==> src/rtl/axis_parity_arbiter_if.sv <==
// AXI-Stream bundle shared by the arbiter requester side (N lanes) and the tester side (1 lane).
// Lane i occupies tdata[8i+7:8i].
interface axis_parity_arbiter_if #(
    parameter int N = 1
);
    logic [N-1:0]   tvalid;
    logic [8*N-1:0] tdata;
    logic [N-1:0]   tlast;
    logic [N-1:0]   tready;

    modport master (output tvalid, output tdata, output tlast, input  tready);
    modport slave  (input  tvalid, input  tdata, input  tlast, output tready);
endinterface

==> src/rtl/axis_parity_arbiter.sv <==
// Round-robin packet arbiter sharing one 8-bit AXI-Stream parity tester between N_REQ requesters.
// Define PKT_PARITY_EN to add the per-packet parity outputs pkt_parity / pkt_parity_vld.
module axis_parity_arbiter #(
    parameter int N_REQ        = 4,
    parameter int ID_W         = 2,
    parameter int IDLE_TIMEOUT = 16
) (
    input  logic                  a_clk,
    input  logic                  axis_aresetn,
    axis_parity_arbiter_if.slave  axis_s,
    axis_parity_arbiter_if.master axis_m,
    output logic [ID_W-1:0]       grant_id,
    output logic                  busy,
    output logic                  abort_pulse
`ifdef PKT_PARITY_EN
    ,
    output logic                  pkt_parity,
    output logic                  pkt_parity_vld
`endif
);
    typedef enum logic [1:0] {IDLE = 2'd0, XFER = 2'd1, ABORT = 2'd2} state_t;

    localparam int WD_W = (IDLE_TIMEOUT > 0) ? $clog2(IDLE_TIMEOUT + 1) : 1;
    localparam logic [WD_W-1:0] WD_MAX = '1;
    localparam logic [WD_W-1:0] WD_LIM = WD_W'(IDLE_TIMEOUT);

    state_t            state_q, state_d;
    logic [ID_W-1:0]   grant_q, grant_d, ptr_q, ptr_d;
    logic [WD_W-1:0]   wd_q, wd_d;
    logic              m_valid_q, m_valid_d, m_last_q, m_last_d;
    logic [7:0]        m_data_q, m_data_d;
    logic              abort_q, abort_d;

    logic              s_room, sel_valid, sel_last, accept, load;
    logic [7:0]        sel_data;
    logic [N_REQ-1:0]  s_tready;
    logic              found_hi, found_lo;
    logic [ID_W-1:0]   win_hi, win_lo;

    assign s_room = !m_valid_q || axis_m.tready;

    always_comb begin
        sel_valid = 1'b0;
        sel_data  = '0;
        sel_last  = 1'b0;
        s_tready  = '0;
        for (int unsigned i = 0; i < N_REQ; i++) begin
            if (ID_W'(i) == grant_q) begin
                sel_valid   = axis_s.tvalid[i];
                sel_data    = axis_s.tdata[8*i +: 8];
                sel_last    = axis_s.tlast[i];
                s_tready[i] = (state_q == XFER) && s_room;
            end
        end
    end

    assign accept = (state_q == XFER) && sel_valid && s_room;

    // Round-robin search split in two ascending passes: indices above ptr first, then the wrap-around part.
    always_comb begin
        found_hi = 1'b0;
        found_lo = 1'b0;
        win_hi   = '0;
        win_lo   = '0;
        for (int unsigned i = 0; i < N_REQ; i++) begin
            if (!found_hi && axis_s.tvalid[i] && (ID_W'(i) > ptr_q)) begin
                found_hi = 1'b1;
                win_hi   = ID_W'(i);
            end
            if (!found_lo && axis_s.tvalid[i] && (ID_W'(i) <= ptr_q)) begin
                found_lo = 1'b1;
                win_lo   = ID_W'(i);
            end
        end
    end

    always_comb begin
        state_d   = state_q;
        grant_d   = grant_q;
        ptr_d     = ptr_q;
        wd_d      = wd_q;
        abort_d   = 1'b0;
        load      = 1'b0;
        m_valid_d = m_valid_q && !axis_m.tready;
        m_data_d  = m_data_q;
        m_last_d  = m_last_q;
        unique case (state_q)
            IDLE: begin
                wd_d = '0;
                if (found_hi || found_lo) begin
                    grant_d = found_hi ? win_hi : win_lo;
                    ptr_d   = found_hi ? win_hi : win_lo;
                    state_d = XFER;
                end
            end
            XFER: begin
                if (accept) begin
                    load     = 1'b1;
                    m_data_d = sel_data;
                    m_last_d = sel_last;
                    wd_d     = '0;
                    if (sel_last) state_d = IDLE;
                end else if (!sel_valid && (IDLE_TIMEOUT != 0)) begin
                    wd_d = (wd_q == WD_MAX) ? wd_q : wd_q + 1'b1;
                    if (wd_d >= WD_LIM) begin
                        state_d = ABORT;
                        wd_d    = '0;
                    end
                end
            end
            ABORT: begin
                wd_d = '0;
                // Closing beat waits for the output register so a held beat is never overwritten.
                if (s_room) begin
                    load     = 1'b1;
                    m_data_d = 8'h00;
                    m_last_d = 1'b1;
                    abort_d  = 1'b1;
                    state_d  = IDLE;
                end
            end
            default: state_d = IDLE;
        endcase
        if (load) m_valid_d = 1'b1;
    end

    always_ff @(posedge a_clk or negedge axis_aresetn) begin
        if (!axis_aresetn) begin
            state_q   <= IDLE;
            grant_q   <= '0;
            ptr_q     <= ID_W'(N_REQ - 1);
            wd_q      <= '0;
            m_valid_q <= 1'b0;
            m_data_q  <= '0;
            m_last_q  <= 1'b0;
            abort_q   <= 1'b0;
        end else begin
            state_q   <= state_d;
            grant_q   <= grant_d;
            ptr_q     <= ptr_d;
            wd_q      <= wd_d;
            m_valid_q <= m_valid_d;
            m_data_q  <= m_data_d;
            m_last_q  <= m_last_d;
            abort_q   <= abort_d;
        end
    end

    assign axis_s.tready = s_tready;
    assign axis_m.tvalid = m_valid_q;
    assign axis_m.tdata  = m_data_q;
    assign axis_m.tlast  = m_last_q;
    assign grant_id      = grant_q;
    assign busy          = (state_q == XFER);
    assign abort_pulse   = abort_q;

`ifdef PKT_PARITY_EN
    logic acc_q, par_q, par_vld_q;

    always_ff @(posedge a_clk or negedge axis_aresetn) begin
        if (!axis_aresetn) begin
            acc_q     <= 1'b0;
            par_q     <= 1'b0;
            par_vld_q <= 1'b0;
        end else begin
            par_vld_q <= 1'b0;
            if (load) begin
                if (m_last_d) begin
                    par_q     <= acc_q ^ (^m_data_d);
                    par_vld_q <= 1'b1;
                    acc_q     <= 1'b0;
                end else begin
                    acc_q <= acc_q ^ (^m_data_d);
                end
            end
        end
    end

    assign pkt_parity     = par_q;
    assign pkt_parity_vld = par_vld_q;
`endif
endmodule

==> src/flat_wrapper.sv <==
// flat-port wrapper written by rule: the top's interface ports become plain ports
module axis_parity_arbiter_flat 
#(
    parameter int N_REQ        = 4,
    parameter int ID_W         = 2,
    parameter int IDLE_TIMEOUT = 16
)
  (a_clk, axis_aresetn, grant_id, busy, abort_pulse, axis_s_tvalid, axis_s_tdata, axis_s_tlast, axis_s_tready, axis_m_tvalid, axis_m_tdata, axis_m_tlast, axis_m_tready);
  axis_parity_arbiter_if #(.N(N_REQ)) axis_s_i ();
  axis_parity_arbiter_if #(.N(1)) axis_m_i ();
  input  logic a_clk;
  input  logic axis_aresetn;
  output logic [ID_W-1:0] grant_id;
  output logic busy;
  output logic abort_pulse;
  input wire logic [$bits(axis_s_i.tvalid)-1:0] axis_s_tvalid;
  input wire logic [$bits(axis_s_i.tdata)-1:0] axis_s_tdata;
  input wire logic [$bits(axis_s_i.tlast)-1:0] axis_s_tlast;
  output wire logic [$bits(axis_s_i.tready)-1:0] axis_s_tready;
  output wire logic [$bits(axis_m_i.tvalid)-1:0] axis_m_tvalid;
  output wire logic [$bits(axis_m_i.tdata)-1:0] axis_m_tdata;
  output wire logic [$bits(axis_m_i.tlast)-1:0] axis_m_tlast;
  input wire logic [$bits(axis_m_i.tready)-1:0] axis_m_tready;
  assign axis_s_i.tvalid = axis_s_tvalid;
  assign axis_s_i.tdata = axis_s_tdata;
  assign axis_s_i.tlast = axis_s_tlast;
  assign axis_s_tready = axis_s_i.tready;
  assign axis_m_tvalid = axis_m_i.tvalid;
  assign axis_m_tdata = axis_m_i.tdata;
  assign axis_m_tlast = axis_m_i.tlast;
  assign axis_m_i.tready = axis_m_tready;
  axis_parity_arbiter #(.N_REQ(N_REQ), .ID_W(ID_W), .IDLE_TIMEOUT(IDLE_TIMEOUT)) u_core (.a_clk(a_clk), .axis_aresetn(axis_aresetn), .axis_s(axis_s_i), .axis_m(axis_m_i), .grant_id(grant_id), .busy(busy), .abort_pulse(abort_pulse));
endmodule
==> config.mk <==
export PLATFORM = sky130hd
export DESIGN_NAME = axis_parity_arbiter_flat
export DESIGN_NICKNAME = d
export VERILOG_FILES = /design/src/rtl/axis_parity_arbiter_if.sv /design/src/rtl/axis_parity_arbiter.sv /design/src/flat_wrapper.sv
export SDC_FILE = /design/constraint.sdc
export NUM_CORES = 1
export LEC_CHECK = 0
export CAP_MARGIN = 20
export CELL_PAD_IN_SITES_DETAIL_PLACEMENT = 0
export CELL_PAD_IN_SITES_GLOBAL_PLACEMENT = 1
export CORE_MARGIN = 1
export CORE_UTILIZATION = 25
export CTS_CLUSTER_DIAMETER = 60
export CTS_CLUSTER_SIZE = 14
export DETAILED_ROUTE_END_ITERATION = 8
export PLACE_DENSITY = 0.73
export SLEW_MARGIN = 0
export SYNTH_ARGS = -nofsm -noshare
export SYNTH_HDL_FRONTEND = slang
export SYNTH_SLANG_ARGS = --single-unit
==> constraint.sdc <==
create_clock -name a_clk -period 2.05 [get_ports a_clk]
set_input_delay 0.41 -clock a_clk [delete_from_list [all_inputs] [get_ports a_clk]]
set_output_delay 0.41 -clock a_clk [all_outputs]
set_load 0.005 [all_outputs]
# Word level (Yosys, flattened, before mapping)
# Index checks and enable logic that the tools add are counted.
op_classes:
  eq_ne: 12
  add_sub_neg: 1
  mux: 54
  reduce_logical: 37
  n_lt_le_gt_ge: 9
op_table:
  columns: ["operator", "count"]
  rows:
  - ["8-bit two-way mux", 6]
  - ["1-bit two-way mux", 28]
  - ["2-bit two-way mux", 11]
  - ["5-bit two-way mux", 4]
  - ["1-bit logical AND", 18]
  - ["8-bit case mux with 2 select lines", 1]
  - ["5-bit case mux with 2 select lines", 1]
  - ["1-bit logical NOT", 8]
  - ["2-bit by 1-bit != test with 1-bit output (second input constant)", 3]
  - ["2-bit case mux with 3 select lines", 1]
  - ["5-bit by 1-bit adder with 5-bit output (second input constant)", 1]
  - ["5-bit == test (second input constant)", 1]
  - ["5-bit >= comparator (second input constant)", 1]
  - ["5-bit AND reduction", 1]
  - ["2-bit == test (first input constant)", 2]
  - ["1-bit by 2-bit > comparator with 1-bit output (first input constant)", 2]
  - ["2-bit > comparator (first input constant)", 2]
  - ["1-bit by 2-bit <= comparator with 1-bit output (first input constant)", 2]
  - ["2-bit <= comparator (first input constant)", 2]
  - ["2-bit logical NOT", 2]
  - ["1-bit case mux with 2 select lines", 2]
  - ["2-bit AND reduction", 2]
  - ["2-bit nonzero test", 2]
  - ["3-bit by 1-bit != test with 1-bit output (second input constant)", 1]
  - ["8 further kinds", 9]
word_totals:
  output_inout_bits: 18
  ff_bits: 22
  in_bits: 43
  wordCells: 121

# Logic depth before layout (Yosys ltp)
depth:
  ltp_word: 18
  ltp_mapped: 7
  mapped_depth_nobuf: 6

# Worst setup path before layout
# No wires, ideal clock.
synth_path:
  path_type: "register to register"
  start: "register u_core.grant_q[0] (netlist: u_core.grant_id[0])"
  end: "register u_core.m_data_q[0] (netlist: u_core.axis_m.tdata[0])"
  required_ns: 1.925
  path_slack_ns: 0.114
  synth_period_minus_slack_ns: 1.936
  arrival_ns: 1.811
  n_path_buf: 2
  setup_ns: 0.125
  stages_incl_launch_ff: 7
  path_cell_list: "dfrtp_1 > buf_6 > mux4_2 > a21boi_2 > a211o_1 > buf_6 > mux2_4"
synth_between:
  elab_chain_len: 9
  elab_cells_between_ends: 18
  classes_between: "4 x eq/ne; 10 x mux; 4 x reduce/logical"
synth_lines:
  columns: ["element", "line", "source"]
  rows:
  - ["from (decl)", "axis_parity_arbiter.sv:28", "logic [ID_W-1:0] grant_q, grant_d, ptr_q, ptr_d;"]
  - ["from (signal assigned)", "axis_parity_arbiter.sv:139", "grant_q <= grant_d;"]
  - ["2-bit logical NOT", "axis_parity_arbiter.sv:48", "if (ID_W'(i) == grant_q) begin"]
  - ["1-bit two-way mux (4 in series)", "axis_parity_arbiter.sv:48", null]
  - ["1-bit logical AND (2 in series)", "axis_parity_arbiter.sv:57", "assign accept = (state_q == XFER) && sel_valid && s_room;"]
  - ["2-bit by 1-bit != test with 1-bit output (no line)", null, null]
  - ["3-bit AND reduction (no line)", null, null]
  - ["to (signal assigned)", "axis_parity_arbiter.sv:143", "m_data_q <= m_data_d;"]
  - ["to (decl)", "axis_parity_arbiter.sv:31", "logic [7:0] m_data_q, m_data_d;"]
# Parallel ways exist; a longest one is shown, timed or not. The select of a mux whose other input is x is not followed.
# A chain may end at the register's enable or synchronous reset.

# Final worst setup path
layout_path:
  start: "input port axis_m_tready"
  end: "output port axis_s_tready[0]"
layout_between:
  elab_chain_len: 3
layout_lines:
  columns: ["element", "line", "source"]
  rows:
  - ["from (decl)", "flat_wrapper.sv:23", "input wire logic [$bits(axis_m_i.tready)-1:0] axis_m_tready;"]
  - ["1-bit logical OR", "axis_parity_arbiter.sv:40", "assign s_room = !m_valid_q || axis_m.tready;"]
  - ["1-bit logical AND", "axis_parity_arbiter.sv:52", "s_tready[i] = (state_q == XFER) && s_room;"]
  - ["1-bit two-way mux", "axis_parity_arbiter.sv:48", null]
  - ["to (decl)", "flat_wrapper.sv:19", "output wire logic [$bits(axis_s_i.tready)-1:0] axis_s_tready;"]
# No other way between the ends.

==> results.md <==
* Gr usage total at 0.1307
* Placed Area at about 2300 sq um
* First-pass GRT wire length at 6272 microns
* Count leader, synth: dfrtp_1
* Period Utilization, post-route at 0.9709
* Final Max Slew Viols at 0
* Status: completed
* Synth Cell Area at between 1500 and 2000 sq um
* Synth Instances at 128
* Sequential area share after synthesis at 0.3677
* Met2 Resource Use GR at 0.2256
* Post-synth cell types at 43
* Startpoint types: input port
* Synth top area share at 0.3328
* Max-Cap Viols at 0
* GR Layer Usage met1 at 0.1643
* CTS root buffer: clkbuf_8
* Leakage at 1.045 nW
* Final nets at 252
* Clock slew at reported path FFs at about 0.09 ns
* Ant diodes at 0
* Pre-antenna DRT Iters at 4
* Vias in the first global route at approximately 1300
* Async set or reset register ratio after synthesis at 1.000
* Synth area leaders: dfrtp_1 (33%), mux4_2 (9.0%), mux2_4 (8.0%)
* Crit end category: output pin
* Synth warn at 0
* CTS Hold Bufs at 0
* Total power draw at 3.318 mW
* Drt total wl at 3975 microns
* Worst EP arrival at 1.58 ns
* Layout cells sized above 1 at 0.2414
* PD cells at 1373 nW/um^2
* Yosys reg bits at 22
* RSZ-0062 raised after global routing: yes
* Area of the multi-input gates at 920.9 sq um
* Initial core utilization at 0.2666
* IR Drop Worst-Case VDD at 0.0005564 V
* Post-synth top cells: dfrtp_1 (20), nor2b_1 (11), mux2_4 (8)
* Fin. Hold Viols at 0
* Avg Cell Area, Syn at between 10 and 15 sq um
* H-tree Lvls at 1
* Fin area at ~2400 sq um
* Slew @ Worst Pin at 0.4080 ns
* Final setup violation count at 0
* IO Pins at 61
* Worst Path Required at approximately 1.6 ns
* Die Area at 6330 sq um
* DIE HEIGHT at 79.56 microns
* CTS tree: yes
* Max-Slew Margin vs Limit at 0.7244
* Clock Latency Late Sink at 0.26 ns
* CTS Sinks at 22
* WS Path Type: in -> out
* Die X at 79.56 microns
* GRT met3 Usage at 0.02400
* DRC viols at 0
* # port buffers at 60
* Post-synth EDFFs at 0
* Routed WL per cell at 14.45 microns
* Skew final at 0.001307 ns
* Hold/Removal Path Class: in -> async
* Top_reg_cell synth: dfrtp_1
* Max Freq at 502.4 MHz
* Row count at 27
* Fillers at 530
* Busiest grt layer: met2
* Util after Layout at 0.4285
* RD Place Congestion at between 0.7 and 0.8
* Fin crit period at 1.990 ns
* Vias at 1293
* Hpwl dp at 3173 microns
* Post-synth top area cell: dfrtp_1
* GR Overflow Total at 0
* Cts bufs inserted at 3
* Core footprint at 5642 sq um
* Register Area at 553.0 sq um
* Initial antenna violation count at 0
* Syn Nets at 176
* Area Overhead vs Synth at 60.73%
* Antenna viol nets, final at 0
* Vias per cell at between 4 and 5
* Detailed router's first-iteration violation count at 50
* Max clock buf depth at 2
* Critical path peak fanout at 4
* Largest net degree at the start of global routing at 23
[timing repair]
action,in CTS,in global routing
endpoints found under the hold margin,0,0
gates cloned,0,0
resized for setup,6,7
setup endpoints to repair,4,7
pin swaps,0,2
buffers inserted,0,1
[sequential cells by signal (all words and copies together) (netlist names)]
signal,count
u_core.grant_id,2
u_core.state_q,2
u_core.axis_m.tlast,1
u_core.ptr_q,2
u_core.abort_pulse,1
u_core.wd_q,5
u_core.axis_m.tvalid,1
u_core.axis_m.tdata,8
[power breakdown]
part           leakage [nW]  switching, mW  internal, mW
sequential            0.269          0.170         0.644
combinational         0.740          0.783          1.31
clock                0.0357          0.151         0.261
[worst paths after layout]
kind                       slack [ns]                           start  cells after the start                                  to
min reg2reg                      0.49      u_core.wd_q[3]$_DFFE_PN0P_                      1          u_core.wd_q[3]$_DFFE_PN0P_
min in group a_clk               0.49      u_core.wd_q[3]$_DFFE_PN0P_                      1          u_core.wd_q[3]$_DFFE_PN0P_
min                              0.49                    axis_aresetn                      2  u_core.axis_m.tdata[4]$_DFFE_PN0P_
max reg2reg                      0.11  u_core.grant_id[0]$_DFFE_PN0P_                      5       u_core.state_q[0]$_DFFE_PN0P_
max                              0.06                   axis_m_tready                      5                    axis_s_tready[0]
max in group asynchronous        1.28                    axis_aresetn                      2         u_core.ptr_q[1]$_DFFE_PN1P_
[cells in the final DEF, fill, tap and decap left out, types with 3 or more instances in the layout]
cell             count
a21oi_1              6
buf_4               15
clkbuf_8             3
clkdlybuf4s50_1     56
dfrtp_1             20
dlygate4sd2_1        4
ha_1                 4
inv_1                5
mux2_4               8
mux4_1               4
mux4_2               6
nand2_1              7
nor2_1               3
nor2b_1             11
[logic make-up (layout without fill, tap and decap cells)]
logic type / count (synthesis) / in the layout / share of synthesized area
buffers and inverters: 13 / 88 / 0.04325
muxes: 21 / 21 / 0.2604
adders and majority gates: 5 / 5 / 0.04160
and+or+nand+nor: 35 / 35 / 0.1323
DFF: 22 / 22 / 0.3677
AOI/OAI and AO/OA: 32 / 32 / 0.1547
[worst max-delay path, stage by stage]
cell and delay [ns]:
clkdlybuf4s50_1 0.48, nand2b_4 0.13, and2_4 0.16, nor3b_2 0.15
dlygate4sd2_1 0.25
[per-stage QoR]
stage / hold WS, ns / TNS (ns) / worst slack (ns) / std cells
floorplan: 0.1144 / 0 / 0.1140 / 128
global placement: 0.4721 / -3.603 / -0.3456 / 270
detailed placement: 0.4808 / -3.788 / -0.3667 / 270
CTS: 0.4967 / 0 / 0.003884 / 274
global route: 0.5149 / -0.02063 / -0.02063 / 275
finish: 0.4900 / 0 / 0.05968 / 275
[metal layers]
layer  part of all wire  up-vias
met5                  0        -
met4              0.011        0
met3              0.030        2
met2               0.51       25
met1               0.45      626
li1                   -      640
[layout make-up]
type                    count  share of cell area
repair buffers             78              0.3142
flip-flops and latches     22              0.2288
well taps                  72             0.03727
inverters                   6            0.009317
multi-input cells          93              0.3810
clock inverters             1             0.01242
clock buffers               3             0.01708
(Power assumes the default switching activity.)
